===== src/rtl/ieee_adder_arbiter_if.sv =====
// Request, adder and response bus shared by the requesters, the adder and the
// round-robin adder arbiter. The arbiter sits on the slave side.
interface ieee_adder_arbiter_if #(
    parameter int NUM_REQ = 4
);
    logic [NUM_REQ-1:0]    req_valid;
    logic [NUM_REQ-1:0]    req_ready;
    logic [NUM_REQ-1:0]    req_add_sub;
    logic [NUM_REQ*32-1:0] req_a;
    logic [NUM_REQ*32-1:0] req_b;
    logic                  adder_add_sub_bit;
    logic [31:0]           adder_inputA;
    logic [31:0]           adder_inputB;
    logic [31:0]           adder_outputC;
    logic [NUM_REQ-1:0]    rsp_valid;
    logic [31:0]           rsp_data;
    logic                  halt_in;
    logic                  idle_out;

    modport slave (
        input  req_valid, req_add_sub, req_a, req_b, adder_outputC, halt_in,
        output req_ready, adder_add_sub_bit, adder_inputA, adder_inputB,
               rsp_valid, rsp_data, idle_out
    );

    modport master (
        output req_valid, req_add_sub, req_a, req_b, adder_outputC, halt_in,
        input  req_ready, adder_add_sub_bit, adder_inputA, adder_inputB,
               rsp_valid, rsp_data, idle_out
    );
endinterface


===== src/rtl/ieee_adder_arbiter.sv =====
// Round-robin scheduler sharing one pipelined single-precision adder among
// NUM_REQ requesters; a tag pipeline routes each result back to its issuer.
//
// state  | meaning
// IDLE   | nothing in flight, no request seen; grants allowed unless halted
// ACTIVE | granting requests, results may be in flight
// DRAIN  | halt requested, no grants, waiting for in-flight results
// HALTED | halted with an empty pipeline, no grants
module ieee_adder_arbiter #(
    parameter int NUM_REQ       = 4,
    parameter int ADDER_LATENCY = 3
) (
    input  logic                clock_in,
    input  logic                reset_n,
    ieee_adder_arbiter_if.slave bus
);
    localparam int PTR_W     = (NUM_REQ > 1) ? $clog2(NUM_REQ) : 1;
    localparam int TAG_DEPTH = ADDER_LATENCY + 1;
    localparam int CNT_W     = $clog2(ADDER_LATENCY + 2);

    typedef enum logic [1:0] {
        IDLE   = 2'd0,
        ACTIVE = 2'd1,
        DRAIN  = 2'd2,
        HALTED = 2'd3
    } state_t;

    state_t               state;
    state_t               stateNext;

    logic [PTR_W-1:0]     rrPtr;
    logic [PTR_W-1:0]     candIdx;
    logic [PTR_W-1:0]     grantIdx;
    logic                 grantAny;
    logic                 grantEnable;
    logic [NUM_REQ-1:0]   grantVec;
    logic [NUM_REQ-1:0]   readyVec;
    logic                 issue;
    logic                 retire;

    logic [31:0]          selA;
    logic [31:0]          selB;
    logic                 selSub;

    logic [31:0]          adderA;
    logic [31:0]          adderB;
    logic                 adderSub;

    logic [TAG_DEPTH-1:0] tagValid;
    logic [PTR_W-1:0]     tagIdx [TAG_DEPTH];
    logic [CNT_W-1:0]     inflight;

    logic [NUM_REQ-1:0]   rspValidReg;
    logic [31:0]          rspDataReg;

    // Search starts one past the last winner, so the last winner has lowest priority.
    always_comb begin
        grantAny = 1'b0;
        grantIdx = '0;
        candIdx  = '0;
        for (int k = 1; k <= NUM_REQ; k++) begin
            candIdx = PTR_W'((int'(rrPtr) + k) % NUM_REQ);
            if (!grantAny && bus.req_valid[candIdx]) begin
                grantAny = 1'b1;
                grantIdx = candIdx;
            end
        end
    end

    // Halt seen in IDLE blocks the grant so HALTED never holds an in-flight op.
    always_comb begin
        grantEnable = 1'b0;
        if (reset_n) begin
            grantEnable = (state == ACTIVE) || ((state == IDLE) && !bus.halt_in);
        end
    end

    always_comb begin
        grantVec = '0;
        if (grantAny) begin
            grantVec = NUM_REQ'(1) << grantIdx;
        end
        readyVec = grantEnable ? grantVec : '0;
        issue    = |readyVec;
        retire   = tagValid[TAG_DEPTH-1];
    end

    always_comb begin
        selA   = '0;
        selB   = '0;
        selSub = 1'b0;
        for (int i = 0; i < NUM_REQ; i++) begin
            if (grantVec[i]) begin
                selA   = bus.req_a[i*32 +: 32];
                selB   = bus.req_b[i*32 +: 32];
                selSub = bus.req_add_sub[i];
            end
        end
    end

    always_ff @(posedge clock_in or negedge reset_n) begin
        if (!reset_n) begin
            adderA   <= '0;
            adderB   <= '0;
            adderSub <= 1'b0;
            rrPtr    <= PTR_W'(NUM_REQ - 1);
        end else if (issue) begin
            adderA   <= selA;
            adderB   <= selB;
            adderSub <= selSub;
            rrPtr    <= grantIdx;
        end
    end

    always_ff @(posedge clock_in or negedge reset_n) begin
        if (!reset_n) begin
            tagValid <= '0;
            for (int s = 0; s < TAG_DEPTH; s++) begin
                tagIdx[s] <= '0;
            end
        end else begin
            tagValid[0] <= issue;
            tagIdx[0]   <= grantIdx;
            for (int s = 1; s < TAG_DEPTH; s++) begin
                tagValid[s] <= tagValid[s-1];
                tagIdx[s]   <= tagIdx[s-1];
            end
        end
    end

    always_ff @(posedge clock_in or negedge reset_n) begin
        if (!reset_n) begin
            rspValidReg <= '0;
            rspDataReg  <= '0;
        end else if (retire) begin
            rspValidReg <= NUM_REQ'(1) << tagIdx[TAG_DEPTH-1];
            rspDataReg  <= bus.adder_outputC;
        end else begin
            rspValidReg <= '0;
        end
    end

    always_ff @(posedge clock_in or negedge reset_n) begin
        if (!reset_n) begin
            inflight <= '0;
        end else if (issue && !retire) begin
            inflight <= inflight + 1'b1;
        end else if (!issue && retire) begin
            inflight <= inflight - 1'b1;
        end
    end

    always_ff @(posedge clock_in or negedge reset_n) begin
        if (!reset_n) begin
            state <= IDLE;
        end else begin
            state <= stateNext;
        end
    end

    always_comb begin
        stateNext = state;
        case (state)
            IDLE: begin
                if (bus.halt_in) begin
                    stateNext = HALTED;
                end else if (|bus.req_valid) begin
                    stateNext = ACTIVE;
                end
            end
            ACTIVE: begin
                if (bus.halt_in) begin
                    stateNext = ((inflight != '0) || issue) ? DRAIN : HALTED;
                end else if (!(|bus.req_valid) && (inflight == '0) && !issue) begin
                    stateNext = IDLE;
                end
            end
            DRAIN: begin
                if (!bus.halt_in) begin
                    stateNext = ACTIVE;
                end else if (inflight == '0) begin
                    stateNext = HALTED;
                end
            end
            HALTED: begin
                if (!bus.halt_in) begin
                    stateNext = IDLE;
                end
            end
            default: stateNext = IDLE;
        endcase
    end

    assign bus.req_ready         = readyVec;
    assign bus.adder_inputA      = adderA;
    assign bus.adder_inputB      = adderB;
    assign bus.adder_add_sub_bit = adderSub;
    assign bus.rsp_valid         = rspValidReg;
    assign bus.rsp_data          = rspDataReg;
    assign bus.idle_out          = (state == IDLE) || (state == HALTED);
endmodule


===== src/flat_wrapper.sv =====
// flat-port wrapper written by rule: the top's interface ports become plain ports
module ieee_adder_arbiter_flat 
#(
    parameter int NUM_REQ       = 4,
    parameter int ADDER_LATENCY = 3
)
  (clock_in, reset_n, bus_req_valid, bus_req_add_sub, bus_req_a, bus_req_b, bus_adder_outputC, bus_halt_in, bus_req_ready, bus_adder_add_sub_bit, bus_adder_inputA, bus_adder_inputB, bus_rsp_valid, bus_rsp_data, bus_idle_out);
  ieee_adder_arbiter_if #(.NUM_REQ(NUM_REQ)) bus_i ();
  input  logic clock_in;
  input  logic reset_n;
  input wire logic [$bits(bus_i.req_valid)-1:0] bus_req_valid;
  input wire logic [$bits(bus_i.req_add_sub)-1:0] bus_req_add_sub;
  input wire logic [$bits(bus_i.req_a)-1:0] bus_req_a;
  input wire logic [$bits(bus_i.req_b)-1:0] bus_req_b;
  input wire logic [$bits(bus_i.adder_outputC)-1:0] bus_adder_outputC;
  input wire logic [$bits(bus_i.halt_in)-1:0] bus_halt_in;
  output wire logic [$bits(bus_i.req_ready)-1:0] bus_req_ready;
  output wire logic [$bits(bus_i.adder_add_sub_bit)-1:0] bus_adder_add_sub_bit;
  output wire logic [$bits(bus_i.adder_inputA)-1:0] bus_adder_inputA;
  output wire logic [$bits(bus_i.adder_inputB)-1:0] bus_adder_inputB;
  output wire logic [$bits(bus_i.rsp_valid)-1:0] bus_rsp_valid;
  output wire logic [$bits(bus_i.rsp_data)-1:0] bus_rsp_data;
  output wire logic [$bits(bus_i.idle_out)-1:0] bus_idle_out;
  assign bus_i.req_valid = bus_req_valid;
  assign bus_i.req_add_sub = bus_req_add_sub;
  assign bus_i.req_a = bus_req_a;
  assign bus_i.req_b = bus_req_b;
  assign bus_i.adder_outputC = bus_adder_outputC;
  assign bus_i.halt_in = bus_halt_in;
  assign bus_req_ready = bus_i.req_ready;
  assign bus_adder_add_sub_bit = bus_i.adder_add_sub_bit;
  assign bus_adder_inputA = bus_i.adder_inputA;
  assign bus_adder_inputB = bus_i.adder_inputB;
  assign bus_rsp_valid = bus_i.rsp_valid;
  assign bus_rsp_data = bus_i.rsp_data;
  assign bus_idle_out = bus_i.idle_out;
  ieee_adder_arbiter #(.NUM_REQ(NUM_REQ), .ADDER_LATENCY(ADDER_LATENCY)) u_core (.clock_in(clock_in), .reset_n(reset_n), .bus(bus_i));
endmodule

===== config.mk =====
export PLATFORM = sky130hd
export DESIGN_NAME = ieee_adder_arbiter_flat
export DESIGN_NICKNAME = d
export VERILOG_FILES = /design/src/rtl/ieee_adder_arbiter_if.sv /design/src/rtl/ieee_adder_arbiter.sv /design/src/flat_wrapper.sv
export SDC_FILE = /design/constraint.sdc
export NUM_CORES = 1
export LEC_CHECK = 0
export BUFFER_PORTS_ARGS = -buffer_cell sky130_fd_sc_hd__buf_4
export CORE_AREA = 3 3 157 159
export CTS_BUF_LIST = sky130_fd_sc_hd__clkbuf_8 sky130_fd_sc_hd__clkbuf_16
export DETAILED_ROUTE_END_ITERATION = 10
export DIE_AREA = 0 0 160 162
export PLACE_DENSITY_LB_ADDON = 0.25
export SLEW_MARGIN = 20
export SYNTH_ARGS = -nofsm -noshare
export SYNTH_HDL_FRONTEND = slang
export SYNTH_SLANG_ARGS = --single-unit

===== constraint.sdc =====
create_clock -name clock_in -period 2.8 [get_ports clock_in]
set_input_delay 0.42 -clock clock_in [delete_from_list [all_inputs] [get_ports clock_in]]
set_output_delay 0.42 -clock clock_in [all_outputs]
set_load 0.03 [all_outputs]

; ---- Word-level counts from Yosys, hierarchy flattened
; Index checks and enable logic that the tools add are counted.
; Widths: inputs -> output; s select.
[op_classes]
muxes = 43
n_lt_le_gt_ge = 4
shift = 2
eq_ne = 7
reduce_logical = 25
addsub = 6
[ops]
columns = op, n
row1 = $mux 32, 8
row2 = $mux 2, 11
row3 = $mux 1, 14
row4 = $lt 2x3->1 const B, 4
row5 = $mux 4, 3
row6 = $bmux 1 s2, 4
row7 = $logic_and 1x1->1, 8
row8 = $pmux 2 s4, 1
row9 = $reduce_or 4->1, 2
row10 = $shl 1x2->4 const A, 2
row11 = $logic_not 1->1, 7
row12 = $mux 3, 2
row13 = $ne 3x2->1 const B, 2
row14 = $add 2x1->2 const B, 2
row15 = $add 2x2->2 const B, 2
row16 = $eq 2x2->1 const B, 2
row17 = $reduce_and 4->1, 1
row18 = $add 3x1->3 const B, 1
row19 = $logic_not 3->1, 1
row20 = $logic_or 1x1->1, 3
row21 = $ne 3x3->1 const B, 1
row22 = $reduce_bool 3->1, 1
row23 = $sub 3x1->3 const B, 1
row24 = $eq 2x1->1 const B, 1
row25 = 3 further kinds, 3
[word_totals]
elab_cells = 100
in_bits = 299
regBits = 120

; ---- Longest topological paths before layout
[depth]
word_depth = 22
mapped_depth = 14
depth_no_buf = 12

; ---- Least setup slack after synthesis
; OpenSTA, ideal clock, no wires.
[synth_path]
kind = register to output
start = reg u_core.rrPtr[0]
end = out bus_req_ready[0]
stages_incl_launch_ff = 8
required_ns = 2.380
arrival_time_ns = 2.182
n_path_buf = 3
setup_slack_ns = 0.198
path_cell_list = dfstp_2 > buf_4 > inv_2 > o32a_1 > buf_6 > buf_6 > and2_1 > nor3_1
[synth_between]
elab_chain_len = 16
word_cells_on_any_way = 29
[synth_rtl]
columns = element, line_no
row1 = start: declaration, ieee_adder_arbiter.sv:31  ; logic [PTR_W-1:0] rrPtr;
row2 = start signal: assignment, ieee_adder_arbiter.sv:106  ; rrPtr <= PTR_W'(NUM_REQ - 1);
row3 = start signal: assignment, ieee_adder_arbiter.sv:111  ; rrPtr <= grantIdx;
row4 = $add 2x1->2, ieee_adder_arbiter.sv:62  ; candIdx = PTR_W'((int'(rrPtr) + k) % NUM_REQ);
row5 = $bmux 1 s2, ieee_adder_arbiter.sv:63  ; if (!grantAny && bus.req_valid[candIdx]) begin
row6 = $mux 1 (implied by the code), ieee_adder_arbiter.sv:63
row7 = $mux 1, ieee_adder_arbiter.sv:63
row8 = $logic_not 1->1, ieee_adder_arbiter.sv:63
row9 = $logic_and 1x1->1, ieee_adder_arbiter.sv:63
row10 = $mux 1, ieee_adder_arbiter.sv:63
row11 = $logic_not 1->1, ieee_adder_arbiter.sv:63
row12 = $logic_and 1x1->1, ieee_adder_arbiter.sv:63
row13 = $mux 1, ieee_adder_arbiter.sv:63
row14 = $logic_not 1->1, ieee_adder_arbiter.sv:63
row15 = $logic_and 1x1->1, ieee_adder_arbiter.sv:63
row16 = $mux 2 *, ieee_adder_arbiter.sv:63
row17 = named net u_core.grantIdx[1], ieee_adder_arbiter.sv:33  ; logic [PTR_W-1:0] grantIdx;
row18 = $shl 1x2->4 *, ieee_adder_arbiter.sv:81  ; grantVec = NUM_REQ'(1) << grantIdx;
row19 = $mux 4 *, ieee_adder_arbiter.sv:80  ; if (grantAny) begin
row20 = $mux 4 *, ieee_adder_arbiter.sv:83  ; readyVec = grantEnable ? grantVec : '0;
row21 = end: declaration, flat_wrapper.sv:17  ; output wire logic [$bits(bus_i.req_ready)-1:0] bus_req_ready;
; Mark *: on every way through the listed nets, which the timed path passes. The rest lies on a longest branch. The select of a mux whose other input is x is not followed.

; ---- Worst setup path after layout
; Ends and elaborated chain as after synthesis.

==> flow_metrics.tcl <==
set metrics [dict create \
    power_per_cell_area_nw_per_um2 1080 \
    synth_area_per_cell_um2 9.10 \
    ys_top_cells_by_count "dfrtp_1 (118), nand2_1 (72), nor2_1 (71)" \
    final_util_pct 46.6 \
    via_per_inst 5.09 \
    max_stage_delay_ps 600 \
    ys_ff_latch 120 \
    route.detailed.drc 0 \
    cp.arrival_ps 2270 \
    std_cell_rows 56 \
    fin_crit_sh_pct 96.2 \
    nets 1429 \
    outcome "complete, no violations" \
    dieWidth_um 160 \
    rsz0062_at_grt "false" \
    die_area_um2 25900 \
    critPathKind "reg -> out" \
    vias 7421 \
    min_period_ps 2690 \
    gr-total-overflow 0 \
    clock_path_buffers 2 \
    port-buffer-count 404 \
    ios 405 \
    layout-drive-gt1-share_pct 47.5 \
    drtIter0Drc 423 \
    ys_seq_area_share_pct 43.3 \
    synth_flop_cell "dfrtp_1" \
    critical_path_required_ps 2380 \
    hold_path_class "in -> async" \
    critPathMaxFanout 13 \
    ys_types 44 \
    hold_buffers 0 \
    clock.fmax_ghz 0.371 \
    vdd_ir_drop_max_mv 0.510 \
    drtPass1Iterations 5 \
    clkLatencyLatePin_ps 410 \
    hold_viol 0 \
    yosysTopAreaCellShare_pct 42.5 \
    grt_pass1_wl_um 43400 \
    crit_buf_inv 2 \
    netlist_top_cells_area "dfrtp_1 (43%), a221o_1 (9.4%), and3_1 (6.0%)" \
    die_h_um 162 \
    cp_cell_sequence "inv_2 -> o32a_2 -> and2_1 -> nor3_1 -> buf_4" \
    slowest_stage "dfstp_2" \
    antenna_found_initial 2 \
    htree_levels 4 \
    yosysTopAreaCell "dfrtp_1" \
    synthMostInstantiatedCell "dfrtp_1" \
    cts_made_buffers 17 \
    area_delta_synth_final_pct 57.3 \
    startpoint_type "register" \
    core_area_um2 23400 \
    maxCapViolations 0 \
    hpwl_um 20100 \
    routedWlPerCell_um 19.8 \
    path_delay_family "flip-flops" \
    cts_tree "built" \
    p_leak_uw 0.00537 \
    routed_wl_um 28900 \
    synth_fp_nets 1068 \
    cts_sinks 120 \
    endpoint_kind "output pin" \
    netlist_instances 763 \
    skew_ps 12.2 \
    relSlewSlack_pct 50.6 \
    netlist_area_um2 6940 \
    grt_max_degree 133 \
    drv_slew 0 \
    postSynth.asyncResetShare_pct 100 \
    path_clk_slew_ps 60 \
    synth_edf_count 0 \
    cts-root-buf "clkbuf_16" \
    worst_slew_pin_slew_ps 741 \
    tns_ps 0 \
    grt_pass1_vias 7469 \
    grt_usage_pct 21.2 \
    gp_congestion 0.837 \
    setup_viol 0 \
    ys_warn_count 0 \
    floorplan.initialDensity_pct 29.7 \
    ant_nets 0 \
]
## worst paths after layout
| path | start | endpoint | slack (ps) | cells after the start |
|---|---|---|---|---|
| min | reset_n | u_core.inflight[2]$_DFFE_PN0P_ | 140 | 2 |
| min in group clock_in | bus_adder_outputC[25] | u_core.bus.rsp_data[25]$_DFFE_PN0P_ | 240 | 2 |
| max | u_core.rrPtr[0]$_DFFE_PN1N_ | bus_req_ready[0] | 110 | 5 |
| max reg2reg | u_core.state[0]$_DFFE_PN0P_ | u_core.inflight[2]$_DFFE_PN0P_ | 400 | 12 |
| max in group asynchronous | reset_n | u_core.bus.adder_inputB[9]$_DFFE_PN0N_ | 2120 | 2 |
| min reg2reg | u_core.tagIdx[3]$_DFF_PN0_ | u_core.tagIdx[1]$_DFF_PN0_ | 340 | 0 |
## power breakdown
group | internal [uW] | leakage [uW] | switching, uW
logic | 2640 | 0.00359 | 3880
clock network | 1360 | 0.000290 | 904
registers | 2520 | 0.00149 | 464
## registers in the layout (all words and copies together), names as in the netlist
name,flops
u_core.bus.adder_add_sub_bit,1
u_core.bus.adder_inputA,32
u_core.bus.adder_inputB,32
u_core.bus.rsp_data,32
u_core.bus.rsp_valid,4
u_core.inflight,3
u_core.rrPtr,2
u_core.state,2
u_core.tagIdx,8
u_core.tagValid,4
## cell families (layout without fill, tap and decap cells)
| family | count (synthesis) | count (layout) | share of synthesized area, % |
|---|---|---|---|
| simple gates | 287 | 287 | 19.5 |
| compound gates | 222 | 222 | 23.5 |
| flops | 120 | 120 | 43.3 |
| buf+inv | 90 | 464 | 6.54 |
| mux | 35 | 35 | 5.64 |
| fa+ha+maj | 6 | 6 | 1.19 |
| xor+xnor | 3 | 3 | 0.379 |
| other cells | 0 | 2 | 0 |
## layer usage
layer  up-vias  global-route usage, %  routed length, um  part of all wire [%]
met5         -                      0                  0                     0
met4         0                   6.63                539                   1.9
met3        27                   6.48               2330                   8.0
met2       330                   36.6              14400                    50
met1      3557                   25.4              11600                    40
li1       3507                      -                  -                     -
## what timing repair did
action / CTS / global route
buffers inserted: 0 / 2
resized for setup: 0 / 2
setup endpoints to repair: 0 / 1
## layout make-up
class | instances | area (um^2)
inverters | 10 | 37.5
clock buffers | 18 | 439
repair buffers | 422 | 3310
flip-flops and latches | 120 | 3010
diodes | 2 | 5.00
fillers | 2343 | 12500
multi-input cells | 553 | 3560
clock inverters | 14 | 161
well taps | 319 | 399
## cell usage in the layout, fill, tap and decap left out, drive strengths merged, types with 2 or more instances in the layout
cell type,Yosys,final
nor2,72,72
nand2,73,73
a21oi,73,73
o21ai,71,71
and2,2,2
dfrtp,118,118
o32a,2,2
o21a,2,2
clkinv,0,4
ha,5,5
nand2b,3,3
a221o,65,65
bufinv,0,2
clkinvlp,0,2
nor3,67,67
xor2,2,2
inv,10,16
and3,67,67
mux2i,2,2
buf,49,421
clkbuf,31,19
mux2,33,33
dfstp,2,2
diode,0,2
## metrics by stage
step / instance area [um^2] / std cells / hold slack [ps] / total power (uW) / setup WS, ps
after floorplan: 6940 / 763 / 124 / 7080 / 198
after global placement: 10300 / 1422 / 333 / 9440 / 487
after detailed placement: 10300 / 1422 / 335 / 9530 / 405
after CTS: 10900 / 1454 / 169 / 11800 / 19.7
after global routing: 10900 / 1458 / 190 / 12500 / 0.201
final: 10900 / 1458 / 144 / 11800 / 107
No activity file was read; power rests on OpenSTA's default activity.
